**config.mk**
```make
export PLATFORM = sky130hd
export DESIGN_NAME = mod_add_arbiter
export DESIGN_NICKNAME = d
export VERILOG_FILES = /design/src/rtl/mod_add_pkg.sv /design/src/rtl/mod_add_core.sv /design/src/rtl/mod_add_arbiter.sv
export SDC_FILE = /design/constraint.sdc
export NUM_CORES = 1
export LEC_CHECK = 0
export ABC_CLOCK_PERIOD_IN_PS = 5400
export BUFFER_PORTS_ARGS = -buffer_cell sky130_fd_sc_hd__buf_2
export CAP_MARGIN = 5
export CORE_MARGIN = 1.5
export CORE_UTILIZATION = 54
export DETAILED_ROUTE_END_ITERATION = 10
export PLACE_DENSITY = 0.78
export SYNTH_ARGS = -nofsm -noshare
export SYNTH_HDL_FRONTEND = slang
export SYNTH_SLANG_ARGS = --single-unit
```
**constraint.sdc**
```tcl
create_clock -name clk -period 5.4 [get_ports clk]
set_clock_uncertainty 0.1 [all_clocks]
set_input_delay 1.35 -clock clk [delete_from_list [all_inputs] [get_ports clk]]
set_output_delay 1.35 -clock clk [all_outputs]
set_load 0.05 [all_outputs]
```
**src/rtl/mod_add_pkg.sv**
```systemverilog
// Shared types and helpers for the arbitrated modulo-(2^N-K) adder.
package mod_add_pkg;

    typedef enum logic [1:0] {
        IDLE  = 2'd0,
        RUN   = 2'd1,
        DRAIN = 2'd2,
        LOAD  = 2'd3
    } state_t;

    localparam int ID_W = 1;

    function automatic logic [31:0] mod_m(input int n, input logic [31:0] k);
        return (32'd1 << n) - k;
    endfunction

endpackage

```
**src/rtl/mod_add_core.sv**
```systemverilog
// Combinational modulo-(2^N-K) adder built from two Kogge-Stone prefix trees.
module mod_add_core
    import mod_add_pkg::*;
#(
    parameter int N_BIT = 7
) (
    input  logic [N_BIT-1:0] a,
    input  logic [N_BIT-1:0] b,
    input  logic [N_BIT-1:0] k,
    output logic [N_BIT-1:0] sum,
    output logic             err
);

    function automatic logic [N_BIT:0] ks_add(
        input logic [N_BIT-1:0] x,
        input logic [N_BIT-1:0] y
    );
        logic [N_BIT-1:0] g;
        logic [N_BIT-1:0] p;
        logic [N_BIT-1:0] gn;
        logic [N_BIT-1:0] pn;
        logic [N_BIT-1:0] hp;
        g  = x & y;
        p  = x ^ y;
        hp = p;
        for (int d = 1; d < N_BIT; d = d * 2) begin
            gn = g;
            pn = p;
            for (int i = d; i < N_BIT; i++) begin
                gn[i] = g[i] | (p[i] & g[i-d]);
                pn[i] = p[i] & p[i-d];
            end
            g = gn;
            p = pn;
        end
        return {g[N_BIT-1], hp ^ {g[N_BIT-2:0], 1'b0}};
    endfunction

    logic [N_BIT:0]   m;
    logic [N_BIT-1:0] h;
    logic [N_BIT-1:0] maj;
    logic [N_BIT-1:0] cs;
    logic [N_BIT-1:0] s_ab;
    logic [N_BIT:0]   s_hc;
    logic             c_abk;

    assign m = (N_BIT+1)'(mod_m(N_BIT, 32'(k)));

    // Carry-save a+b+K into (h, cs) so the second tree sees two operands
    assign h   = a ^ b ^ k;
    assign maj = (a & b) | (a & k) | (b & k);
    assign cs  = {maj[N_BIT-2:0], 1'b0};

    assign s_ab  = N_BIT'(ks_add(a, b));
    assign s_hc  = ks_add(h, cs);
    assign c_abk = s_hc[N_BIT] ^ maj[N_BIT-1];

    assign err = ({1'b0, a} >= m) || ({1'b0, b} >= m);

    // Carry out of a+b+K means a+b >= M; low bits are then a+b-M
    assign sum = err   ? '0 :
                 c_abk ? s_hc[N_BIT-1:0] : s_ab;

endmodule

```
**src/rtl/mod_add_arbiter.sv**
```systemverilog
// Two-requester round-robin front end for the shared modulo adder.
module mod_add_arbiter
    import mod_add_pkg::*;
#(
    parameter int          N_BIT   = 7,
    parameter int unsigned K_RESET = 0
) (
    input  logic              clk,
    input  logic              rst,
    input  logic              cfg_valid,
    input  logic [N_BIT-1:0]  cfg_k,
    output logic              cfg_ready,
    output logic              cfg_err,
    input  logic              req0_valid,
    output logic              req0_ready,
    input  logic [N_BIT-1:0]  req0_a,
    input  logic [N_BIT-1:0]  req0_b,
    input  logic              req1_valid,
    output logic              req1_ready,
    input  logic [N_BIT-1:0]  req1_a,
    input  logic [N_BIT-1:0]  req1_b,
    output logic              rsp_valid,
    input  logic              rsp_ready,
    output logic [ID_W-1:0]   rsp_id,
    output logic [N_BIT-1:0]  rsp_sum,
    output logic              rsp_err,
    output logic              busy
);

    state_t           state;
    logic [N_BIT-1:0] k_reg;
    logic [ID_W-1:0]  rr_ptr;
    logic [ID_W-1:0]  gnt_id;
    logic             gnt;
    logic             slot_free;
    logic             cfg_legal;
    logic [N_BIT-1:0] op_a;
    logic [N_BIT-1:0] op_b;
    logic [N_BIT-1:0] core_sum;
    logic             core_err;

    always_comb begin
        slot_free = !rsp_valid || rsp_ready;
        gnt = !rst && slot_free && !cfg_valid &&
              (state == IDLE || state == RUN) &&
              (req0_valid || req1_valid);
        if (req0_valid && req1_valid)
            gnt_id = rr_ptr;
        else
            gnt_id = ID_W'(req1_valid);
        req0_ready = gnt && (gnt_id == 1'b0);
        req1_ready = gnt && (gnt_id == 1'b1);
        op_a = (gnt_id == 1'b1) ? req1_a : req0_a;
        op_b = (gnt_id == 1'b1) ? req1_b : req0_b;
        cfg_legal = !cfg_k[N_BIT-1];
        cfg_ready = !rst && (state == LOAD) && cfg_valid;
        cfg_err   = cfg_ready && !cfg_legal;
        busy      = (state != IDLE) || rsp_valid;
    end

    mod_add_core #(
        .N_BIT(N_BIT)
    ) u_core (
        .a  (op_a),
        .b  (op_b),
        .k  (k_reg),
        .sum(core_sum),
        .err(core_err)
    );

    always_ff @(posedge clk or posedge rst) begin
        if (rst) begin
            state     <= IDLE;
            k_reg     <= N_BIT'(K_RESET);
            rr_ptr    <= '0;
            rsp_valid <= 1'b0;
            rsp_id    <= '0;
            rsp_sum   <= '0;
            rsp_err   <= 1'b0;
        end else begin
            unique case (state)
                IDLE: begin
                    if (cfg_valid)
                        state <= LOAD;
                    else if (req0_valid || req1_valid)
                        state <= RUN;
                end
                RUN: begin
                    if (cfg_valid)
                        state <= DRAIN;
                    else if (!req0_valid && !req1_valid && !rsp_valid)
                        state <= IDLE;
                end
                DRAIN: begin
                    if (slot_free)
                        state <= LOAD;
                end
                LOAD: begin
                    if (cfg_ready && cfg_legal)
                        k_reg <= cfg_k;
                    state <= IDLE;
                end
                default: state <= IDLE;
            endcase

            if (gnt) begin
                rr_ptr    <= ~gnt_id;
                rsp_valid <= 1'b1;
                rsp_id    <= gnt_id;
                rsp_sum   <= core_sum;
                rsp_err   <= core_err;
            end else if (rsp_ready) begin
                rsp_valid <= 1'b0;
            end
        end
    end

endmodule

```
==> results of run 1 <==
==> cells by family (layout without fill, tap and decap cells) <==
| group | count (synthesis) | after routing | synth area share |
|---|---|---|---|
| xor gates and xnor gates | 15 | 15 | 0.0582 |
| adders and majority gates | 36 | 36 | 0.222 |
| buffers and inverters | 38 | 93 | 0.0659 |
| muxes | 18 | 18 | 0.0870 |
| and+or+nand+nor | 63 | 63 | 0.147 |
| DFF | 20 | 20 | 0.222 |
| AOI/OAI and AO/OA | 67 | 67 | 0.199 |
==> layer usage <==
metal  share of wire  global-route usage
met1            0.45               0.334
met2            0.49               0.467
met3           0.043              0.0367
met4           0.017              0.0536
met5               0                   0
==> layout make-up <==
| cell class | count | area, um2 | share of cell area |
|---|---|---|---|
| multi-input cells | 199 | 1610 | 0.605 |
| repair buffers | 58 | 298 | 0.112 |
| flip-flops and latches | 20 | 500 | 0.188 |
| inverters | 31 | 116 | 0.0438 |
| well taps | 50 | 62.6 | 0.0235 |
| clock buffers | 3 | 41.3 | 0.0155 |
| clock inverters | 1 | 30.0 | 0.0113 |
==> worst register-to-register path: stages (launching register included) <==
cell,delay [ns]
dfrtp_1,0.41
nand2b_4,0.17
nand2_1,0.29
mux2_2,0.42
ha_1,0.24
or3_1,0.39
ha_1,0.23
fa_1,0.42
a211oi_1,0.29
or4b_1,0.19
nand3_1,0.32
o21ai_0,0.22
o21ai_0,0.15
o21ai_1,0.15
==> Yosys cell counts, types with 2 or more instances <==
master    count
a21o_1        7
o31ai_1       2
nor2_1       14
nand2_1      22
o21ai_0      18
a21oi_1      10
inv_1        31
clkbuf_1      4
a211oi_1      6
mux2_2       13
dfrtp_1      20
ha_1         28
nor2b_1       4
a21boi_1      2
or3_1         3
nand4_1       3
o21ai_1       5
nand3_1       4
fa_1          7
xnor2_1       8
nand2b_1      2
o211ai_1      3
xor2_1        7
nor3_1        3
mux2i_1       5
==> per-stage QoR <==
step	instance area, um2	util	cells
after detailed placement	2590	0.647	358
after floorplan	2260	-	257
final	2660	0.664	362
after CTS	2660	0.664	362
after global routing	2660	0.664	362
after global placement	2590	0.647	358
==> worst paths after layout <==
kind                              end  slack (ns)  cells past startpoint
hold / removal             rsp_sum[0]        0.39                      2
setup / recovery           rsp_sum[3]        0.60                     15
max in group asynchronous    k_reg[0]        3.98                      3
min in group asynchronous   rsp_valid        1.00                      3
hold reg to reg            rsp_sum[0]        0.39                      2
setup reg to reg           rsp_sum[3]        1.33                     13
==> power groups by stage <==
stage	clock, mW	combinational (mW)	sequential, mW
2_1_floorplan	0	0.831	0.375
3_3_place_gp	0	1.14	0.293
3_5_place_dp	0	1.17	0.297
4_1_cts	0.149	1.19	0.296
5_1_grt	0.156	1.33	0.305
6_report	0.149	1.19	0.299
==> flow_metrics.tcl, run 1 <==
set metrics [dict create \
    cts_tree "yes" \
    hold_ws_ns 0.388 \
    path_clk_slew_ns 0.08 \
    ys.warnings.count 0 \
    cellPowerDensity_mw_per_mm2 617 \
    insertion_delay_ns 0.26 \
    synthTopCellsByArea "dfrtp_1 (22%), ha_1 (16%), mux2_2 (6.5%)" \
    drt_iter0_drc 109 \
    vias 2110 \
    first_global_vias 1956 \
    relSlewSlack 0.395 \
    p_sw_frac 0.515 \
    die_w_um 67.7 \
    grt_overflow 0 \
    clock-root-buffer "clkbuf_8" \
    pwr-share-clk 0.091 \
    fmax_mhz 208 \
    drtAntennaViolNets 0 \
    grt_pass1_wl_mm 8.91 \
    cap_violations 0 \
    firstDrtPassIters 4 \
    viasPerCell 5.83 \
    initial_core_util 0.565 \
    core_area_mm2 0.00400 \
    ys_ff_latch 20 \
    synthDistinctLibCells 51 \
    ir_worst_vdd_v 0.000366 \
    worstPathRequired_ns 5.50 \
    postCtsSetupBuffers 0 \
    crit_type "input port to flip-flop" \
    crit_buf_inv 2 \
    fillers 341 \
    cts_made_buffers 3 \
    finalCritPeriodShare 0.890 \
    rsz0062_at_grt "false" \
    end_kind "flip-flop" \
    pwr-share-seq 0.182 \
    cp_top_family "simple AND/OR/NAND/NOR gates" \
    hold_violations 0 \
    placementRows 23 \
    hold_buffers 0 \
    finalWorstSetupSlack_ns 0.596 \
    synth.net_count 333 \
    syn_area_mm2 0.00226 \
    final_cell_mix "buf_2 (55), inv_1 (31), ha_1 (28), nand2_1 (22), dfrtp_1 (20)" \
    tns_ns 0 \
    yosys_most_used_dff "dfrtp_1" \
    place_congestion 0.876 \
    dp_hpwl_mm 4.60 \
    io_buffers 55 \
    final_common_cell "buf_2" \
    async_flop_share 1.00 \
    status "finished clean" \
    drive_above_1_share 0.266 \
    pre_cts_slack_ns 0.369 \
    min_from "rsp_sum[0]" \
    combPwrFrac 0.727 \
    setup-violations-final 0 \
    critPathSlowestCell "fa_1" \
    synth_edf_count 0 \
    syn_area_per_cell_um2 8.79 \
    grt_max_degree 22 \
    drc 0 \
    nets 389 \
    p_int_mw 0.795 \
    synth_top_area_cell "dfrtp_1" \
    wl_per_cell_um 15.5 \
    cp_cell_sequence "buf_2 -> nand2b_4 -> nand2_1 -> buf_4 -> a21o_1 -> ha_1 -> or3_1 -> ha_1 -> fa_1 -> a211oi_1 -> or4b_1 -> nand3_1 -> o21ai_0 -> o21ai_0 -> o21ai_1" \
    period_needed_ns 4.80 \
    worstMarginPinSlew_ns 0.906 \
    wl_mm 5.62 \
    power_switching_mw 0.845 \
    crit_fanout 14 \
    io-pin-count 56 \
    n_antenna_cell 0 \
    cts.path.max_buffers 2 \
    h-tree-depth 1 \
    critPathLaunchType "input port" \
    total_power_mw 1.64 \
    clkSinkCount 20 \
    ys_seq_area_frac 0.222 \
    crit_start "req0_valid" \
    synth_top_area_frac 0.222 \
    hold_path.class "flip-flop to flip-flop" \
    die_y_um 67.7 \
    arrival_ns 4.90 \
    power.leakage_nw 1.38 \
    slowest_delay_ns 0.42 \
    syn_to_final_growth_pct 17.7 \
    antenna_found_initial 0 \
    grtUsageTotal 0.261 \
    cts-resized-gates 0 \
    slew_viol_final 0 \
    synth_cells 257 \
    reg2reg_from "rr_ptr" \
    dieArea_mm2 0.00458 \
]
Note: power is estimated with default switching activity, not from simulation.
==> run 2: changes to the inputs <==
==> constraint.sdc (replaced) <==
create_clock -name clk -period 5.4 [get_ports clk]
set_clock_uncertainty 0.1 [all_clocks]
set_input_delay 1.08 -clock clk [delete_from_list [all_inputs] [get_ports clk]]
set_output_delay 1.08 -clock clk [all_outputs]
set_load 0.05 [all_outputs]
==> run 2 against run 1 <==
Net effect:
- die area is the same
- global-route usage shrank 0.36 points
- hold slack lost 0.0012 ns
- clock power shrank 36%
- via count shrank 4.5%
==> flow_metrics.tcl, run 2 (synthesis results as in run 1) <==
set metrics [dict create \
    nets 388 \
    path_clk_slew_ns 0.07 \
    dp_cells 357 \
    dieArea_mm2 0.00458 \
    fin_cells 360 \
    dp_hpwl_mm 4.59 \
    ir_worst_vdd_v 0.000408 \
    die_w_um 67.7 \
    fmax_mhz 224 \
    relSlewSlack 0.436 \
    place_area_mm2 0.00258 \
    vias 2014 \
    reg2reg_from "rr_ptr" \
    cp_common_cell "ha_1" \
    postCtsSetupBuffers 0 \
    status "finished clean" \
    hold_path.class "flip-flop to flip-flop" \
    cts.path.max_buffers 2 \
    drtAntennaViolNets 0 \
    hold_depth 2 \
    critPathLaunchType "input port" \
    arrival_ns 4.54 \
    final_cell_mix "buf_2 (55), inv_1 (31), ha_1 (28), nand2_1 (22), dfrtp_1 (20)" \
    cts_made_buffers 3 \
    grt_max_degree 22 \
    cts_tree "yes" \
    hold_violations 0 \
    place_congestion 0.898 \
    grtUsageTotal 0.258 \
    hold_ws_ns 0.387 \
    syn_to_final_growth_pct 16.0 \
    crit_fanout 14 \
    grt_pass1_wl_mm 8.91 \
    viasPerCell 5.59 \
    critPathSlowestCell "fa_1" \
    drive_above_1_share 0.261 \
    finalCritPeriodShare 0.828 \
    total_power_mw 1.57 \
    slowest_delay_ns 0.42 \
    insertion_delay_ns 0.26 \
    drt_iter0_drc 82 \
    stdcell_area_mm2 0.00262 \
    n_antenna_cell 0 \
    fillers 343 \
    r2r_slack_ns 1.42 \
    core_area_mm2 0.00400 \
    wl_mm 5.43 \
    rsz0062_at_grt "false" \
    antenna_found_initial 0 \
    drc 0 \
    first_global_vias 2000 \
    power.leakage_nw 1.36 \
    rr_worst_depth 12 \
    rr_endpoint "rsp_sum[6]" \
    cellPowerDensity_mw_per_mm2 598 \
    io-pin-count 56 \
    slew_viol_final 0 \
    crit_type "input port to flip-flop" \
    hold_buffers 0 \
    worstPathRequired_ns 5.47 \
    period_needed_ns 4.47 \
    end_kind "flip-flop" \
    initial_core_util 0.565 \
    clkSinkCount 20 \
    placementRows 23 \
    cap_violations 0 \
    grt_overflow 0 \
    cts-resized-gates 0 \
    min_delay_worst_endpoint "rsp_sum[0]" \
    h-tree-depth 1 \
    setup-violations-final 0 \
    die_y_um 67.7 \
    min_from "rsp_sum[0]" \
    wl_per_cell_um 15.1 \
    clock-root-buffer "clkbuf_8" \
    firstDrtPassIters 4 \
    worstMarginPinSlew_ns 0.845 \
    tns_ns 0 \
    final_common_cell "buf_2" \
    cp_cell_sequence "buf_2 -> nand2b_4 -> nand2_1 -> buf_4 -> a21o_1 -> ha_1 -> or3_1 -> ha_1 -> fa_1 -> a211oi_1 -> or4b_1 -> nand3_1 -> a21boi_1 -> o31ai_2" \
    io_buffers 55 \
]
-- run 2: through the flow --
step	worst slack, ns	util
after floorplan	0.845	-
after global placement	0.824	0.645
after detailed placement	0.681	0.645
after CTS	0.952	0.655
after global routing	0.659	0.655
final	0.930	0.655
-- run 2: power by group --
group | total [mW] | internal, mW | switching [mW] | leakage (nW)
Combinational | 1.18 | 0.477 | 0.699 | 1.09
Clock | 0.0961 | 0.0497 | 0.0464 | 0.0216
Sequential | 0.294 | 0.216 | 0.0779 | 0.248
Total | 1.57 | 0.743 | 0.824 | 1.36
-- run 2: worst max-delay path by stage --
stage | from | to | slack (ns) | cells past startpoint
2_1_floorplan | req1_valid | rsp_sum[5] | 0.84 | 17
3_3_place_gp | req0_valid | rsp_sum[6] | 0.82 | 14
3_5_place_dp | req0_valid | rsp_sum[6] | 0.68 | 14
4_1_cts | req0_valid | rsp_sum[6] | 0.95 | 14
5_1_grt | req0_valid | rsp_sum[5] | 0.66 | 14
6_report | req0_valid | rsp_sum[6] | 0.93 | 14
-- run 2: metal layers --
| metal | global-route usage | vias to the layer above | share of wire | wire length [um] |
|---|---|---|---|---|
| met3 | 0.0500 | 6 | 0.050 | 270 |
| met5 | 0 | - | 0 | 0 |
| met4 | 0.0587 | 0 | 0.0088 | 48 |
| met1 | 0.328 | 925 | 0.46 | 2480 |
| li1 | - | 1019 | - | - |
| met2 | 0.449 | 64 | 0.49 | 2640 |
-- run 2: critical path, delay by kind of cell --
| family | cells | cell delay, ns |
|---|---|---|
| buffers and inverters | 2 | 0.42 |
| adders and majority gates | 3 | 0.88 |
| AOI/OAI and AO/OA | 4 | 0.97 |
| and+or+nand+nor | 5 | 1.21 |
-- run 2: area by class of cell --
cell class                      instances  area, um2  area share
Inverter                               31        116      0.0444
Timing Repair Buffer                   57        290       0.111
Clock buffer                            3       41.3      0.0158
Multi-Input combinational cell        199       1610       0.614
Tap cell                               50       62.6      0.0239
Sequential cell                        20        500       0.191
==> run 3: changes to the inputs <==
--- a/config.mk
+++ b/config.mk
@@ -5,13 +5,13 @@
 export SDC_FILE = /design/constraint.sdc
 export NUM_CORES = 1
 export LEC_CHECK = 0
-export ABC_CLOCK_PERIOD_IN_PS = 5400
+export ABC_CLOCK_PERIOD_IN_PS = 3590
 export BUFFER_PORTS_ARGS = -buffer_cell sky130_fd_sc_hd__buf_2
 export CAP_MARGIN = 5
 export CORE_MARGIN = 1.5
-export CORE_UTILIZATION = 54
+export CORE_UTILIZATION = 49
 export DETAILED_ROUTE_END_ITERATION = 10
-export PLACE_DENSITY = 0.78
+export PLACE_DENSITY = 0.74
 export SYNTH_ARGS = -nofsm -noshare
 export SYNTH_HDL_FRONTEND = slang
 export SYNTH_SLANG_ARGS = --single-unit
==> constraint.sdc (replaced) <==
create_clock -name clk -period 3.59 [get_ports clk]
set_clock_uncertainty 0.1 [all_clocks]
set_input_delay 0.718 -clock clk [delete_from_list [all_inputs] [get_ports clk]]
set_output_delay 0.718 -clock clk [all_outputs]
set_load 0.05 [all_outputs]
==> run 3 against run 2 <==
Net effect:
- combinational power rose by 81%
- via count is 7.6% higher
- wire length grew 8.9%
- cell count is 10% higher
- sequential power increased by 47%
- sequential share of layout area shrank 2.2 points
- utilization up 1.9 points
- setup slack worse by 0.86 ns
- total power grew 79%
- die area grew 9.7%
==> flow_metrics.tcl, run 3 (synthesis results as in run 1) <==
set metrics [dict create \
    initial_core_util 0.515 \
    cap_violations 0 \
    crit_fanout 9 \
    cellPowerDensity_mw_per_mm2 949 \
    cts.path.max_buffers 2 \
    grtUsageTotal 0.241 \
    dp_hpwl_mm 5.02 \
    worstMarginPinSlew_ns 0.436 \
    hold_violations 0 \
    dp_cells 391 \
    wl_per_cell_um 14.9 \
    clkSinkCount 20 \
    status "finished clean" \
    grt_overflow 0 \
    drt_iter0_drc 161 \
    die_y_um 70.9 \
    hold_buffers 0 \
    drive_above_1_share 0.366 \
    drc 0 \
    pre_cts_slack_ns -0.271 \
    end_kind "flip-flop" \
    period_needed_ns 3.52 \
    crit_type "input port to flip-flop" \
    grt_max_degree 22 \
    wl_mm 5.92 \
    fmax_mhz 284 \
    total_power_mw 2.80 \
    power.leakage_nw 1.54 \
    stdcell_area_mm2 0.00295 \
    final_cell_mix "buf_2 (55), buf_4 (35), inv_1 (30), ha_1 (26), nand2_1 (21)" \
    core_area_mm2 0.00438 \
    nets 421 \
    io-pin-count 56 \
    relSlewSlack 0.702 \
    critPathLaunchType "input port" \
    io_buffers 55 \
    ir_worst_vdd_v 0.000564 \
    placementRows 24 \
    finalWorstSetupSlack_ns 0.0717 \
    vias 2167 \
    hold_path.class "input port to asynchronous set/reset pin" \
    finalCritPeriodShare 0.980 \
    viasPerCell 5.47 \
    h-tree-depth 1 \
    grt_pass1_wl_mm 9.66 \
    place_congestion 0.950 \
    slew_viol_final 0 \
    clock-root-buffer "clkbuf_8" \
    cts_tree "yes" \
    final_common_cell "buf_2" \
    place_area_mm2 0.00285 \
    worstPathRequired_ns 3.68 \
    setup-violations-final 0 \
    n_antenna_cell 0 \
    path_clk_slew_ns 0.08 \
    arrival_ns 3.61 \
    drtAntennaViolNets 0 \
    syn_to_final_growth_pct 30.8 \
    dieArea_mm2 0.00503 \
    antenna_found_initial 0 \
    first_global_vias 2078 \
    firstDrtPassIters 4 \
    fin_cells 396 \
    cts_made_buffers 3 \
    insertion_delay_ns 0.26 \
    die_w_um 70.9 \
    rsz0062_at_grt "true" \
]
-- run 3: cell types whose count changed in the layout (fill, tap and decap cells not counted), sizes merged --
cell,previous run,this run
buf,57,90
bufinv,0,1
-- run 3: per-layer routing --
metal  wire, um  track usage
met2       2960        0.415
met1       2620        0.339
met4         42       0.0335
met3        290       0.0214
met5          0            0
-- run 3: timing repair --
item,4_1_cts,5_1_grt
pin swaps,0,2
endpoints found under the setup margin,1,2
resized for setup,1,5
buffers inserted,0,1
-- run 3: layout make-up --
cell class	count	area, um2
multi-input combinational	199	1660
fill	356	1430
timing repair buffer	90	538
sequential	20	500
inverter	31	116
tap	52	65.1
clock buffer	3	41.3
clock inverter	1	30.0
-- run 3: worst paths after layout --
kind                                  from         end  slack, ns  cells after the start
worst max-delay path            req0_valid  rsp_sum[5]       0.07                     13
worst min-delay path                   rst    state[1]       0.38                      3
worst max register to register      rr_ptr  rsp_sum[5]       0.13                     12
worst min register to register      rsp_id      rsp_id       0.38                      1
max in group asynchronous              rst    k_reg[1]       2.79                      3
min in group clk                    rsp_id      rsp_id       0.38                      1
-- run 3: worst max-delay path, stage by stage --
cell,delay (ns)
buf_2,0.11
nand2b_4,0.07
nand2_4,0.11
buf_4,0.17
mux2_2,0.37
fa_1,0.46
ha_1,0.34
o21ai_0,0.14
or4b_4,0.53
nand3_4,0.15
nand2b_1,0.08
mux2i_2,0.20
a2bb2oi_2,0.14
-- run 3: report_power, final --
group,leakage [nW],internal [mW],switching [mW]
sequential,0.248,0.325,0.106
clock,0.0357,0.149,0.0780
combinational,1.26,0.948,1.20
-- run 3: through the flow --
stage,utilization,setup TNS (ns),hold WS (ns)
finish,0.674,0,0.375
global route,0.674,-0.203,0.399
CTS,0.669,0,0.382
detailed placement,0.651,-1.18,0.367
global placement,0.651,-0.692,0.355
floorplan,-,-0.915,0.380
